[src/rtl/alu_dec_queue_pkg.sv]
// Shared types and encodings for the buffered ALU decode queue.
//   - opcode / funct / REGIMM rt / COP0 rs codes of the MIPS instruction word
//   - EXE_*_OP alucontrol codes produced by decode
//   - dec_t: decoded payload stored in each queue entry
package alu_dec_queue_pkg;

    localparam int unsigned INST_W    = 32;
    localparam int unsigned DEC_ALU_W = 8;

    // Primary opcodes
    localparam logic [5:0] OP_SPECIAL = 6'b000000;
    localparam logic [5:0] OP_REGIMM  = 6'b000001;
    localparam logic [5:0] OP_J       = 6'b000010;
    localparam logic [5:0] OP_JAL     = 6'b000011;
    localparam logic [5:0] OP_BEQ     = 6'b000100;
    localparam logic [5:0] OP_BNE     = 6'b000101;
    localparam logic [5:0] OP_BLEZ    = 6'b000110;
    localparam logic [5:0] OP_BGTZ    = 6'b000111;
    localparam logic [5:0] OP_ADDI    = 6'b001000;
    localparam logic [5:0] OP_ADDIU   = 6'b001001;
    localparam logic [5:0] OP_SLTI    = 6'b001010;
    localparam logic [5:0] OP_SLTIU   = 6'b001011;
    localparam logic [5:0] OP_ANDI    = 6'b001100;
    localparam logic [5:0] OP_ORI     = 6'b001101;
    localparam logic [5:0] OP_XORI    = 6'b001110;
    localparam logic [5:0] OP_LUI     = 6'b001111;
    localparam logic [5:0] OP_COP0    = 6'b010000;
    localparam logic [5:0] OP_LB      = 6'b100000;
    localparam logic [5:0] OP_LH      = 6'b100001;
    localparam logic [5:0] OP_LW      = 6'b100011;
    localparam logic [5:0] OP_LBU     = 6'b100100;
    localparam logic [5:0] OP_LHU     = 6'b100101;
    localparam logic [5:0] OP_SB      = 6'b101000;
    localparam logic [5:0] OP_SH      = 6'b101001;
    localparam logic [5:0] OP_SW      = 6'b101011;

    // SPECIAL funct codes
    localparam logic [5:0] FN_SLL     = 6'b000000;
    localparam logic [5:0] FN_SRL     = 6'b000010;
    localparam logic [5:0] FN_SRA     = 6'b000011;
    localparam logic [5:0] FN_SLLV    = 6'b000100;
    localparam logic [5:0] FN_SRLV    = 6'b000110;
    localparam logic [5:0] FN_SRAV    = 6'b000111;
    localparam logic [5:0] FN_JR      = 6'b001000;
    localparam logic [5:0] FN_JALR    = 6'b001001;
    localparam logic [5:0] FN_MOVZ    = 6'b001010;
    localparam logic [5:0] FN_MOVN    = 6'b001011;
    localparam logic [5:0] FN_SYSCALL = 6'b001100;
    localparam logic [5:0] FN_BREAK   = 6'b001101;
    localparam logic [5:0] FN_MFHI    = 6'b010000;
    localparam logic [5:0] FN_MTHI    = 6'b010001;
    localparam logic [5:0] FN_MFLO    = 6'b010010;
    localparam logic [5:0] FN_MTLO    = 6'b010011;
    localparam logic [5:0] FN_MULT    = 6'b011000;
    localparam logic [5:0] FN_MULTU   = 6'b011001;
    localparam logic [5:0] FN_DIV     = 6'b011010;
    localparam logic [5:0] FN_DIVU    = 6'b011011;
    localparam logic [5:0] FN_ADD     = 6'b100000;
    localparam logic [5:0] FN_ADDU    = 6'b100001;
    localparam logic [5:0] FN_SUB     = 6'b100010;
    localparam logic [5:0] FN_SUBU    = 6'b100011;
    localparam logic [5:0] FN_AND     = 6'b100100;
    localparam logic [5:0] FN_OR      = 6'b100101;
    localparam logic [5:0] FN_XOR     = 6'b100110;
    localparam logic [5:0] FN_NOR     = 6'b100111;
    localparam logic [5:0] FN_SLT     = 6'b101010;
    localparam logic [5:0] FN_SLTU    = 6'b101011;

    // REGIMM rt and COP0 rs codes
    localparam logic [4:0] RT_BLTZ    = 5'b00000;
    localparam logic [4:0] RT_BGEZ    = 5'b00001;
    localparam logic [4:0] RT_BLTZAL  = 5'b10000;
    localparam logic [4:0] RT_BGEZAL  = 5'b10001;
    localparam logic [4:0] RS_MF      = 5'b00000;
    localparam logic [4:0] RS_MT      = 5'b00100;
    localparam logic [INST_W-1:0] INST_ERET = 32'h4200_0018;

    // alucontrol codes
    localparam logic [7:0] EXE_NOP_OP     = 8'b0000_0000;
    localparam logic [7:0] EXE_AND_OP     = 8'b0010_0100;
    localparam logic [7:0] EXE_OR_OP      = 8'b0010_0101;
    localparam logic [7:0] EXE_XOR_OP     = 8'b0010_0110;
    localparam logic [7:0] EXE_NOR_OP     = 8'b0010_0111;
    localparam logic [7:0] EXE_ANDI_OP    = 8'b0101_1001;
    localparam logic [7:0] EXE_ORI_OP     = 8'b0101_1010;
    localparam logic [7:0] EXE_XORI_OP    = 8'b0101_1011;
    localparam logic [7:0] EXE_LUI_OP     = 8'b0101_1100;
    localparam logic [7:0] EXE_SLL_OP     = 8'b0111_1100;
    localparam logic [7:0] EXE_SLLV_OP    = 8'b0000_0100;
    localparam logic [7:0] EXE_SRL_OP     = 8'b0000_0010;
    localparam logic [7:0] EXE_SRLV_OP    = 8'b0000_0110;
    localparam logic [7:0] EXE_SRA_OP     = 8'b0000_0011;
    localparam logic [7:0] EXE_SRAV_OP    = 8'b0000_0111;
    localparam logic [7:0] EXE_MOVZ_OP    = 8'b0000_1010;
    localparam logic [7:0] EXE_MOVN_OP    = 8'b0000_1011;
    localparam logic [7:0] EXE_MFHI_OP    = 8'b0001_0000;
    localparam logic [7:0] EXE_MTHI_OP    = 8'b0001_0001;
    localparam logic [7:0] EXE_MFLO_OP    = 8'b0001_0010;
    localparam logic [7:0] EXE_MTLO_OP    = 8'b0001_0011;
    localparam logic [7:0] EXE_SLT_OP     = 8'b0010_1010;
    localparam logic [7:0] EXE_SLTU_OP    = 8'b0010_1011;
    localparam logic [7:0] EXE_SLTI_OP    = 8'b0101_0111;
    localparam logic [7:0] EXE_SLTIU_OP   = 8'b0101_1000;
    localparam logic [7:0] EXE_ADD_OP     = 8'b0010_0000;
    localparam logic [7:0] EXE_ADDU_OP    = 8'b0010_0001;
    localparam logic [7:0] EXE_SUB_OP     = 8'b0010_0010;
    localparam logic [7:0] EXE_SUBU_OP    = 8'b0010_0011;
    localparam logic [7:0] EXE_ADDI_OP    = 8'b0101_0101;
    localparam logic [7:0] EXE_ADDIU_OP   = 8'b0101_0110;
    localparam logic [7:0] EXE_MULT_OP    = 8'b0001_1000;
    localparam logic [7:0] EXE_MULTU_OP   = 8'b0001_1001;
    localparam logic [7:0] EXE_DIV_OP     = 8'b0001_1010;
    localparam logic [7:0] EXE_DIVU_OP    = 8'b0001_1011;
    localparam logic [7:0] EXE_J_OP       = 8'b0100_1111;
    localparam logic [7:0] EXE_JAL_OP     = 8'b0101_0000;
    localparam logic [7:0] EXE_JALR_OP    = 8'b0000_1001;
    localparam logic [7:0] EXE_JR_OP      = 8'b0000_1000;
    localparam logic [7:0] EXE_BEQ_OP     = 8'b0101_0001;
    localparam logic [7:0] EXE_BGEZ_OP    = 8'b0100_0001;
    localparam logic [7:0] EXE_BGEZAL_OP  = 8'b0100_1011;
    localparam logic [7:0] EXE_BGTZ_OP    = 8'b0101_0100;
    localparam logic [7:0] EXE_BLEZ_OP    = 8'b0101_0011;
    localparam logic [7:0] EXE_BLTZ_OP    = 8'b0100_0000;
    localparam logic [7:0] EXE_BLTZAL_OP  = 8'b0100_1010;
    localparam logic [7:0] EXE_BNE_OP     = 8'b0101_0010;
    localparam logic [7:0] EXE_LB_OP      = 8'b1110_0000;
    localparam logic [7:0] EXE_LBU_OP     = 8'b1110_0100;
    localparam logic [7:0] EXE_LH_OP      = 8'b1110_0001;
    localparam logic [7:0] EXE_LHU_OP     = 8'b1110_0101;
    localparam logic [7:0] EXE_LW_OP      = 8'b1110_0011;
    localparam logic [7:0] EXE_SB_OP      = 8'b1110_1000;
    localparam logic [7:0] EXE_SH_OP      = 8'b1110_1001;
    localparam logic [7:0] EXE_SW_OP      = 8'b1110_1011;
    localparam logic [7:0] EXE_SYSCALL_OP = 8'b0000_1100;
    localparam logic [7:0] EXE_BREAK_OP   = 8'b0000_1101;
    localparam logic [7:0] EXE_MFC0_OP    = 8'b0101_1101;
    localparam logic [7:0] EXE_MTC0_OP    = 8'b0110_0000;
    localparam logic [7:0] EXE_ERET_OP    = 8'b0110_1011;

    typedef struct packed {
        logic [DEC_ALU_W-1:0] alucontrol;
        logic                 is_branch;
        logic                 is_mem;
        logic                 ri;
    } dec_t;

endpackage

[src/rtl/alu_dec_core.sv]
// Pure combinational MIPS instruction decoder: inst -> {alucontrol, is_branch, is_mem, ri}.
//   i_inst  : raw 32-bit instruction word
//   o_dec   : decoded payload (dec_t)
// Build option ALU_DEC_RI_EN: when defined, unknown encodings raise ri; otherwise ri is 0.
module alu_dec_core
    import alu_dec_queue_pkg::*;
(
    input  logic [INST_W-1:0] i_inst,
    output dec_t              o_dec
);

`ifdef ALU_DEC_RI_EN
    localparam logic RI_EN = 1'b1;
`else
    localparam logic RI_EN = 1'b0;
`endif

    logic [5:0] w_op;
    logic [4:0] w_rs;
    logic [4:0] w_rt;
    logic [5:0] w_funct;

    assign w_op    = i_inst[31:26];
    assign w_rs    = i_inst[25:21];
    assign w_rt    = i_inst[20:16];
    assign w_funct = i_inst[5:0];

    // Decode; all-zero word is the architectural NOP and stays at defaults
    always_comb begin
        o_dec = '0;
        if (i_inst != '0) begin
            case (w_op)
                OP_SPECIAL: begin
                    case (w_funct)
                        FN_AND:     o_dec.alucontrol = EXE_AND_OP;
                        FN_OR:      o_dec.alucontrol = EXE_OR_OP;
                        FN_XOR:     o_dec.alucontrol = EXE_XOR_OP;
                        FN_NOR:     o_dec.alucontrol = EXE_NOR_OP;
                        FN_SLL:     o_dec.alucontrol = EXE_SLL_OP;
                        FN_SRL:     o_dec.alucontrol = EXE_SRL_OP;
                        FN_SRA:     o_dec.alucontrol = EXE_SRA_OP;
                        FN_SLLV:    o_dec.alucontrol = EXE_SLLV_OP;
                        FN_SRLV:    o_dec.alucontrol = EXE_SRLV_OP;
                        FN_SRAV:    o_dec.alucontrol = EXE_SRAV_OP;
                        FN_MOVZ:    o_dec.alucontrol = EXE_MOVZ_OP;
                        FN_MOVN:    o_dec.alucontrol = EXE_MOVN_OP;
                        FN_MFHI:    o_dec.alucontrol = EXE_MFHI_OP;
                        FN_MTHI:    o_dec.alucontrol = EXE_MTHI_OP;
                        FN_MFLO:    o_dec.alucontrol = EXE_MFLO_OP;
                        FN_MTLO:    o_dec.alucontrol = EXE_MTLO_OP;
                        FN_ADD:     o_dec.alucontrol = EXE_ADD_OP;
                        FN_ADDU:    o_dec.alucontrol = EXE_ADDU_OP;
                        FN_SUB:     o_dec.alucontrol = EXE_SUB_OP;
                        FN_SUBU:    o_dec.alucontrol = EXE_SUBU_OP;
                        FN_SLT:     o_dec.alucontrol = EXE_SLT_OP;
                        FN_SLTU:    o_dec.alucontrol = EXE_SLTU_OP;
                        FN_MULT:    o_dec.alucontrol = EXE_MULT_OP;
                        FN_MULTU:   o_dec.alucontrol = EXE_MULTU_OP;
                        FN_DIV:     o_dec.alucontrol = EXE_DIV_OP;
                        FN_DIVU:    o_dec.alucontrol = EXE_DIVU_OP;
                        FN_SYSCALL: o_dec.alucontrol = EXE_SYSCALL_OP;
                        FN_BREAK:   o_dec.alucontrol = EXE_BREAK_OP;
                        FN_JR: begin
                            o_dec.alucontrol = EXE_JR_OP;
                            o_dec.is_branch  = 1'b1;
                        end
                        FN_JALR: begin
                            o_dec.alucontrol = EXE_JALR_OP;
                            o_dec.is_branch  = 1'b1;
                        end
                        default:    o_dec.ri = RI_EN;
                    endcase
                end
                OP_REGIMM: begin
                    o_dec.is_branch = 1'b1;
                    case (w_rt)
                        RT_BLTZ:   o_dec.alucontrol = EXE_BLTZ_OP;
                        RT_BGEZ:   o_dec.alucontrol = EXE_BGEZ_OP;
                        RT_BLTZAL: o_dec.alucontrol = EXE_BLTZAL_OP;
                        RT_BGEZAL: o_dec.alucontrol = EXE_BGEZAL_OP;
                        default: begin
                            o_dec.is_branch = 1'b0;
                            o_dec.ri        = RI_EN;
                        end
                    endcase
                end
                OP_COP0: begin
                    if (w_rs == RS_MF) begin
                        o_dec.alucontrol = EXE_MFC0_OP;
                    end else if (w_rs == RS_MT) begin
                        o_dec.alucontrol = EXE_MTC0_OP;
                    end else if (i_inst == INST_ERET) begin
                        o_dec.alucontrol = EXE_ERET_OP;
                    end else begin
                        o_dec.ri = RI_EN;
                    end
                end
                OP_ANDI:  o_dec.alucontrol = EXE_ANDI_OP;
                OP_ORI:   o_dec.alucontrol = EXE_ORI_OP;
                OP_XORI:  o_dec.alucontrol = EXE_XORI_OP;
                OP_LUI:   o_dec.alucontrol = EXE_LUI_OP;
                OP_ADDI:  o_dec.alucontrol = EXE_ADDI_OP;
                OP_ADDIU: o_dec.alucontrol = EXE_ADDIU_OP;
                OP_SLTI:  o_dec.alucontrol = EXE_SLTI_OP;
                OP_SLTIU: o_dec.alucontrol = EXE_SLTIU_OP;
                OP_J:     begin o_dec.alucontrol = EXE_J_OP;    o_dec.is_branch = 1'b1; end
                OP_JAL:   begin o_dec.alucontrol = EXE_JAL_OP;  o_dec.is_branch = 1'b1; end
                OP_BEQ:   begin o_dec.alucontrol = EXE_BEQ_OP;  o_dec.is_branch = 1'b1; end
                OP_BNE:   begin o_dec.alucontrol = EXE_BNE_OP;  o_dec.is_branch = 1'b1; end
                OP_BLEZ:  begin o_dec.alucontrol = EXE_BLEZ_OP; o_dec.is_branch = 1'b1; end
                OP_BGTZ:  begin o_dec.alucontrol = EXE_BGTZ_OP; o_dec.is_branch = 1'b1; end
                OP_LB:    begin o_dec.alucontrol = EXE_LB_OP;   o_dec.is_mem = 1'b1; end
                OP_LBU:   begin o_dec.alucontrol = EXE_LBU_OP;  o_dec.is_mem = 1'b1; end
                OP_LH:    begin o_dec.alucontrol = EXE_LH_OP;   o_dec.is_mem = 1'b1; end
                OP_LHU:   begin o_dec.alucontrol = EXE_LHU_OP;  o_dec.is_mem = 1'b1; end
                OP_LW:    begin o_dec.alucontrol = EXE_LW_OP;   o_dec.is_mem = 1'b1; end
                OP_SB:    begin o_dec.alucontrol = EXE_SB_OP;   o_dec.is_mem = 1'b1; end
                OP_SH:    begin o_dec.alucontrol = EXE_SH_OP;   o_dec.is_mem = 1'b1; end
                OP_SW:    begin o_dec.alucontrol = EXE_SW_OP;   o_dec.is_mem = 1'b1; end
                default:  o_dec.ri = RI_EN;
            endcase
        end
    end

endmodule

[src/rtl/alu_dec_queue.sv]
// Buffered ALU decode queue: decodes fetched {pc, inst} words and holds the decoded
// entries in a DEPTH-entry FIFO feeding execute.
//   clk, resetn          : clock, async active-low reset
//   flush                : synchronous discard of all entries (wins over push/pop)
//   in_valid/in_ready    : producer handshake; in_inst/in_pc payload
//   out_valid/out_ready  : consumer handshake; out_alucontrol/out_pc/out_is_branch/
//                          out_is_mem/out_ri describe the head entry (0 while empty)
//   count                : occupancy
// Build option ALU_DEC_RI_EN enables reserved-instruction flagging in the decoder.
module alu_dec_queue
    import alu_dec_queue_pkg::*;
#(
    parameter int unsigned DEPTH     = 4,
    parameter int unsigned ALUCTRL_W = 8,
    parameter int unsigned PC_W      = 32
) (
    input  logic                   clk,
    input  logic                   resetn,
    input  logic                   flush,
    input  logic                   in_valid,
    output logic                   in_ready,
    input  logic [INST_W-1:0]      in_inst,
    input  logic [PC_W-1:0]        in_pc,
    output logic                   out_valid,
    input  logic                   out_ready,
    output logic [ALUCTRL_W-1:0]   out_alucontrol,
    output logic [PC_W-1:0]        out_pc,
    output logic                   out_is_branch,
    output logic                   out_is_mem,
    output logic                   out_ri,
    output logic [$clog2(DEPTH):0] count
);

    localparam int unsigned PTR_W = $clog2(DEPTH);
    localparam int unsigned CNT_W = PTR_W + 1;

    dec_t             r_dec [DEPTH];
    logic [PC_W-1:0]  r_pc  [DEPTH];
    logic [PTR_W-1:0] r_wr_ptr;
    logic [PTR_W-1:0] r_rd_ptr;
    logic [CNT_W-1:0] r_count;
    logic [CNT_W-1:0] w_count_nxt;
    logic             w_full;
    logic             w_empty;
    logic             w_push;
    logic             w_pop;
    dec_t             w_in_dec;
    dec_t             w_head;

    alu_dec_core u_core (
        .i_inst (in_inst),
        .o_dec  (w_in_dec)
    );

    assign w_full  = (r_count == CNT_W'(DEPTH));
    assign w_empty = (r_count == '0);
    assign w_push  = in_valid && !w_full && !flush;
    assign w_pop   = !w_empty && out_ready && !flush;

    // Occupancy update; flush overrides any handshake in the same cycle
    always_comb begin
        w_count_nxt = r_count;
        if (flush) begin
            w_count_nxt = '0;
        end else if (w_push && !w_pop) begin
            w_count_nxt = r_count + CNT_W'(1);
        end else if (w_pop && !w_push) begin
            w_count_nxt = r_count - CNT_W'(1);
        end
    end

    // Pointers and occupancy
    always_ff @(posedge clk or negedge resetn) begin
        if (!resetn) begin
            r_wr_ptr <= '0;
            r_rd_ptr <= '0;
            r_count  <= '0;
        end else begin
            r_count <= w_count_nxt;
            if (flush) begin
                r_wr_ptr <= '0;
                r_rd_ptr <= '0;
            end else begin
                if (w_push) r_wr_ptr <= r_wr_ptr + PTR_W'(1);
                if (w_pop)  r_rd_ptr <= r_rd_ptr + PTR_W'(1);
            end
        end
    end

    // Entry storage (data only, not reset)
    always_ff @(posedge clk) begin
        if (w_push) begin
            r_dec[r_wr_ptr] <= w_in_dec;
            r_pc[r_wr_ptr]  <= in_pc;
        end
    end

    assign w_head         = r_dec[r_rd_ptr];
    assign in_ready       = !w_full;
    assign out_valid      = !w_empty;
    assign count          = r_count;
    assign out_alucontrol = out_valid ? ALUCTRL_W'(w_head.alucontrol) : '0;
    assign out_pc         = out_valid ? r_pc[r_rd_ptr] : '0;
    assign out_is_branch  = out_valid && w_head.is_branch;
    assign out_is_mem     = out_valid && w_head.is_mem;
    assign out_ri         = out_valid && w_head.ri;

endmodule
[config.mk]
export PLATFORM = sky130hd
export DESIGN_NAME = alu_dec_queue
export DESIGN_NICKNAME = d
export VERILOG_FILES = /design/src/rtl/alu_dec_queue_pkg.sv /design/src/rtl/alu_dec_core.sv /design/src/rtl/alu_dec_queue.sv
export SDC_FILE = /design/constraint.sdc
export NUM_CORES = 1
export LEC_CHECK = 0
export ABC_AREA = 1
export BUFFER_PORTS_ARGS = -buffer_cell sky130_fd_sc_hd__buf_2
export CORE_MARGIN = 5
export CORE_UTILIZATION = 35
export DETAILED_ROUTE_END_ITERATION = 7
export GPL_TIMING_DRIVEN = 0
export MAX_ROUTING_LAYER = met4
export PLACE_DENSITY = 0.58
export RECOVER_POWER = 25
export SLEW_MARGIN = 0
export SYNTH_ARGS = -nofsm -noshare
export SYNTH_HDL_FRONTEND = slang
export SYNTH_SLANG_ARGS = --single-unit
[constraint.sdc]
create_clock -name clk -period 8.62 [get_ports clk]
set_clock_uncertainty 0.1 [all_clocks]
set_input_delay 1.293 -clock clk [delete_from_list [all_inputs] [get_ports clk]]
set_output_delay 1.293 -clock clk [all_outputs]
set_load 0.1 [all_outputs]
* Yosys cells after proc, flatten, opt, wreduce, memory -nomap -nowiden *
Memories as Yosys holds them, arrays and structs flattened.
Index checks and enable logic that the tools add are counted.

storage, ports and cells
  register bits = 7
  bits in writable memories = 172
  input port bits = 69
  output and inout bits = 48
  word-level logic and storage cells = 117
  memories kept = 2

memories
  memory  words  width  read ports  clocked after Yosys merged registers in  write ports  RTL line             source
  r_pc    4      32     1           0                                        1            alu_dec_queue.sv:38  logic [PC_W-1:0] r_pc [DEPTH];
  r_dec   4      11     1           0                                        1            alu_dec_queue.sv:37  dec_t r_dec [DEPTH];

operators by class
  add/sub/neg operators = 4
  eq/ne operators = 59
  mux-type cells = 22
  reduce and logical (&&, ||, !) cells = 27

operators with widths
  cell                                                   number
  one-hot mux 7 bit (30 select lines)                    1
  one-hot mux 8 bit (25 select lines)                    1
  equality test 6 bit, second input constant             18
  equality test 6 x 4 -> 1 bit, second input constant    14
  equality test 6 x 5 -> 1 bit, second input constant    9
  equality test 6 x 3 -> 1 bit, second input constant    7
  equality test 32 x 31 -> 1 bit, second input constant  1
  two-way mux 32 bit                                     1
  nonzero test 32 bit                                    1
  one-hot mux 7 bit (4 select lines)                     1
  equality test 6 x 2 -> 1 bit, second input constant    4
  two-way mux 8 bit                                      2
  two-way mux 7 bit                                      2
  zero test 6 bit                                        2
  two-way mux 11 bit                                     1
  equality test 5 bit, second input constant             2
  zero test 5 bit                                        2
  logical AND 1 bit                                      9
  two-way mux 3 bit                                      3
  two-way mux 2 bit                                      4
  OR reduction 8 bit                                     1
  equality test 6 x 1 -> 1 bit, second input constant    1
  OR reduction 6 bit                                     1
  equality test 5 x 1 -> 1 bit, second input constant    1
  13 further kinds                                       23

* Logic depth before layout (Yosys ltp) *
  depth after elaboration = 9
  gate-level depth with buffers = 11
  depth with buffers taken out = 11

* Hierarchy *
From an unflattened synthesis, not the netlist that was laid out.

unflattened totals
  cells, all modules = 782
  area, all modules = 8,112.8 sq um

by module, submodules not included
  module         instances  cells each  area each (sq um)  sequential area each (sq um)
  alu_dec_queue  1          573         7,148.1            5,340.1
  alu_dec_core   1          209         964.7              0.0

* Worst setup path after synthesis *
Ideal clock, no wire load.

  kind = register -> output
  from = register r_count[1], in the netlist count[1]
  to = output out_alucontrol[0]
  arrival time = 4.023 ns
  data required time = 7.227 ns
  path slack = 3.204 ns
  stages on the path, launching flop included = 6
  path buffers = 1
  path through = dfrtp_1 > inv_1 > nand3_1 > clkinv_1 > clkbuf_1 > a21oi_1

on the way
  cells in the longest elaborated chain, start to end = 2

RTL lines
  what                    RTL line              source
  from (decl)             alu_dec_queue.sv:41   logic [CNT_W-1:0] r_count;
  from (signal assigned)  alu_dec_queue.sv:79   r_count <= w_count_nxt;
  zero test 3 bit         alu_dec_queue.sv:56   assign w_empty = (r_count == '0);
  two-way mux 8 bit       alu_dec_queue.sv:102  assign out_alucontrol = out_valid ? ALUCTRL_W'(w_head.alucontrol) : '0;
  to (decl)               alu_dec_queue.sv:26   output logic [ALUCTRL_W-1:0] out_alucontrol,

Every way passes these cells.

* Worst setup path after layout *
  from = register r_rd_ptr[0]
  to = output out_pc[21]

on the way
  cells in the longest elaborated chain, start to end = 2

RTL lines
  what                    RTL line              source
  from (decl)             alu_dec_queue.sv:40   logic [PTR_W-1:0] r_rd_ptr;
  from (signal assigned)  alu_dec_queue.sv:85   if (w_pop) r_rd_ptr <= r_rd_ptr + PTR_W'(1);
  memory (4 x 32 bit)     n/a
  two-way mux 32 bit      alu_dec_queue.sv:103  assign out_pc = out_valid ? r_pc[r_rd_ptr] : '0;
  to (decl)               alu_dec_queue.sv:27   output logic [PC_W-1:0] out_pc,

Every way passes these cells.

==> tab_implementation.tex <==
\begin{tabular}{lr}
\hline
Metric & Value \\
\hline
\multicolumn{2}{l}{\textbf{Route}} \\
Wire length after detailed routing & 19600 µm \\
Remaining design rule violation count & 0 \\
Vias per cell & 4.79 \\
1st-pass router iterations & 5 \\
Remaining number of nets flagged by the antenna check after routing & 0 \\
WL/cell & 16.0 µm \\
Detailed Route Iter0 Violations & 345 \\
Routed vias & 5882 \\
\multicolumn{2}{l}{\textbf{Synthesis}} \\
Post-Synthesis Cell Area & 0.00801 mm² \\
Largest cells by area after synthesis & edfxtp\_1 63\%, nor2\_1 9.9\%, o21ai\_0 5.9\%, nand2\_1 3.7\%, a21oi\_1 3.1\% \\
Synth top area share & 0.630 \\
Count of mapped cells out of synthesis & 792 \\
Yosys top cell by area & edfxtp\_1 \\
Post-synthesis area per instance & 10.1 µm² \\
Count of unique library cells instantiated by Yosys & 34 \\
Sequential cell area fraction in the yosys report & 0.652 \\
Post-Syn Nets & 866 \\
Synthesis Warnings & 0 \\
Synthesized flop and latch total & 175 \\
\multicolumn{2}{l}{\textbf{CTS}} \\
Clock buffer count from CTS & 17 \\
Post-cts hold buffer count & 0 \\
Root buf cell & clkbuf\_16 \\
Total setup buffers inserted after CTS & 0 \\
Clock input transition at the sequential cells of the worst setup and hold paths & 0.06 ns \\
Clock insertion delay at the later pin of the skew report & 0.43 ns \\
Number of H-tree levels & 4 \\
Cts repair resizes & 0 \\
Clock sink total & 175 \\
CTS max path bufs & 2 \\
Clock tree from TritonCTS & done \\
\multicolumn{2}{l}{\textbf{Die}} \\
Overall die area & 0.0260 mm² \\
Site row count & 55 \\
Die Span Y & 161 µm \\
Core Box Area & 0.0226 mm² \\
Starting Density & 0.355 \\
Num ports & 117 \\
Die X-Extent & 161 µm \\
\multicolumn{2}{l}{\textbf{Final layout}} \\
Area growth from synthesis to layout & 21.1\% \\
Final \#Nets & 1004 \\
Footprint of the flip-flops and latches & 0.00522 mm² \\
Multi-input combinational cell area & 0.00244 mm² \\
Final non-filler cell total & 1229 \\
Final standard cell utilization of the core & 0.430 \\
Fillers & 2171 \\
Fraction of layout cells with a size suffix above 1 & 0.186 \\
\multicolumn{2}{l}{\textbf{STA}} \\
Final hold violations & 0 \\
Post-Route Setup TNS & 0 ns \\
Final period util & 0.466 \\
Min cycle time layout & 4.02 ns \\
Final setup fails & 0 \\
Highest Clock Rate & 249 MHz \\
Final worst hold slack & 0.436 ns \\
RSZ-0062 raised after global routing & false \\
Relative slew margins & 0.454 \\
Worst slew pin tran & 0.817 ns \\
Count of final max-slew check failures & 0 \\
\multicolumn{2}{l}{\textbf{Critical path}} \\
Worst Path Class, Setup & reg -> out \\
Largest fanout on the critical path & 10 \\
Data arrival time of the worst path & 2.62 ns \\
Data required time of the critical path & 7.23 ns \\
CP Launch Type & register \\
Type of destination of the critical path & output pin \\
\multicolumn{2}{l}{\textbf{Pwr}} \\
Power per Cell Area & 348 mW/mm² \\
Max rail drop VDD & 0.219 mV \\
Leakage component of the power & 3.81 nW \\
\multicolumn{2}{l}{\textbf{Outcome}} \\
Result of the run & completed \\
\multicolumn{2}{l}{\textbf{Placement}} \\
Number of buffer cells added on primary ports & 115 \\
Final RePlAce weighted congestion & 0.861 \\
Detailed placement HPWL & 13400 µm \\
Number of cells in the design after placement & 1196 \\
\multicolumn{2}{l}{\textbf{Flow run}} \\
Max\_cap viols & 0 \\
\multicolumn{2}{l}{\textbf{Global routing}} \\
Vias in the first global route & 5888 \\
Initial antenna violation count & 1 \\
Remaining global-route overflow & 0 \\
Total global-route track usage & 0.157 \\
Pin count of the biggest net entering global routing & 25 \\
Global-route wire length before repair & 31000 µm \\
\multicolumn{2}{l}{\textbf{Min path}} \\
Worst hold path class & reg -> reg \\
\hline
\end{tabular}
## kinds of logic after synthesis
| group | count (synthesis) | share of synthesized area |
|---|---|---|
| buffers and inverters | 96 | 0.0470 |
| AND/OR/NAND/NOR | 360 | 0.193 |
| adder cells (fa/ha/maj) | 5 | 0.00875 |
| flip-flops | 175 | 0.652 |
| AO/OA/AOI/OAI | 153 | 0.0975 |
| other | 1 | 0.000468 |
| XOR/XNOR | 2 | 0.00219 |
## per-stage QoR
step | setup slack, ns | total power [W] | instance area (µm²)
finish | 4.60 | 0.00338 | 9700
floorplan | 3.20 | 0.00224 | 8010
global route | 4.45 | 0.00351 | 9700
global placement | 3.11 | 0.00254 | 8940
detailed placement | 5.00 | 0.00255 | 9060
CTS | 4.55 | 0.00340 | 9730
## critical path, cell delays in order, from the launching register on
cell and delay, ns:
dfrtp_1 0.36, buf_2 0.15, inv_2 0.08, buf_2 0.23, clkbuf_1 0.44, o21ai_0 0.18, a21oi_1 0.27, buf_2 0.49
## cell type report
| cell class | count | share of cell area |
|---|---|---|
| clock inverters | 15 | 0.0248 |
| inverters | 62 | 0.0240 |
| well taps | 285 | 0.0368 |
| diodes | 1 | 0.000258 |
| repair buffers | 119 | 0.0652 |
| flip-flops and latches | 175 | 0.538 |
| clock buffers | 17 | 0.0439 |
| plain buffers | 34 | 0.0148 |
| multi-input cells | 521 | 0.252 |
## cell usage in the layout, fill, tap and decap left out, drive strengths merged, types with 4 or more instances in the layout
cell type    n
clkinv       8
a21oi       50
buf        105
o21ai       97
nand4        6
bufinv       6
inv         61
nor2       225
nand2       84
clkbuf      65
edfxtp     168
nand3       36
ha           4
dfrtp        7
## worst paths after layout
kind / start / endpoint / slack, ns / depth (start not counted)
worst max-delay path: r_rd_ptr[0]$_DFFE_PN0P_ / out_pc[21] / 4.60 / 7
min in group asynchronous: resetn / count[2]$_DFFE_PN0P_ / 0.65 / 1
worst max register to register: count[0]$_DFFE_PN0P_ / r_pc[3][4]$_DFFE_PP_ / 6.36 / 6
worst min register to register: r_wr_ptr[1]$_DFFE_PN0P_ / r_wr_ptr[1]$_DFFE_PN0P_ / 0.44 / 2
max in group asynchronous: resetn / r_wr_ptr[0]$_DFFE_PN0P_ / 7.47 / 1
worst min-delay path: r_wr_ptr[1]$_DFFE_PN0P_ / r_wr_ptr[1]$_DFFE_PN0P_ / 0.44 / 2
## sequential cells by signal, summed over array words and instances (netlist names)
register and count:
count 3, r_dec 40, r_pc 128, r_rd_ptr 2, r_wr_ptr 2
## report_power, final
part,switching [W],internal (W)
clock network,0.000315,0.000542
registers,0.0000135,0.000988
logic,0.00130,0.000221
## per-layer routing
layer / vias to the layer above / wire [µm] / part of all wire / global-route usage
li1: 2969 / - / - / -
met3: 16 / 990 / 0.050 / 0.0352
met4: 0 / 245 / 0.012 / 0.0504
met5: - / 0 / 0 / -
met2: 156 / 9470 / 0.48 / 0.255
met1: 2741 / 8920 / 0.45 / 0.196
## Yosys cell counts
cell,count
nand3_1,34
nor3b_1,1
a21oi_1,50
nor2_1,212
clkbuf_1,23
conb_1,1
nand2_1,78
inv_2,13
xor2_1,2
buf_2,10
and2_1,2
o2111ai_1,1
buf_4,1
nor2_2,8
o22ai_1,3
nand4_1,6
o21ai_1,3
nor2_8,1
nand2_2,5
nor2_4,4
nand2_4,1
ha_1,4
o21ai_0,94
o21a_1,1
nor3_1,2
o211a_1,1
clkinv_1,2
fa_1,1
nor3_4,1
dfrtp_1,7
inv_1,47
nand3b_1,3
edfxtp_1,168
nand3_2,2
Note: power is estimated with default switching activity, not from simulation.
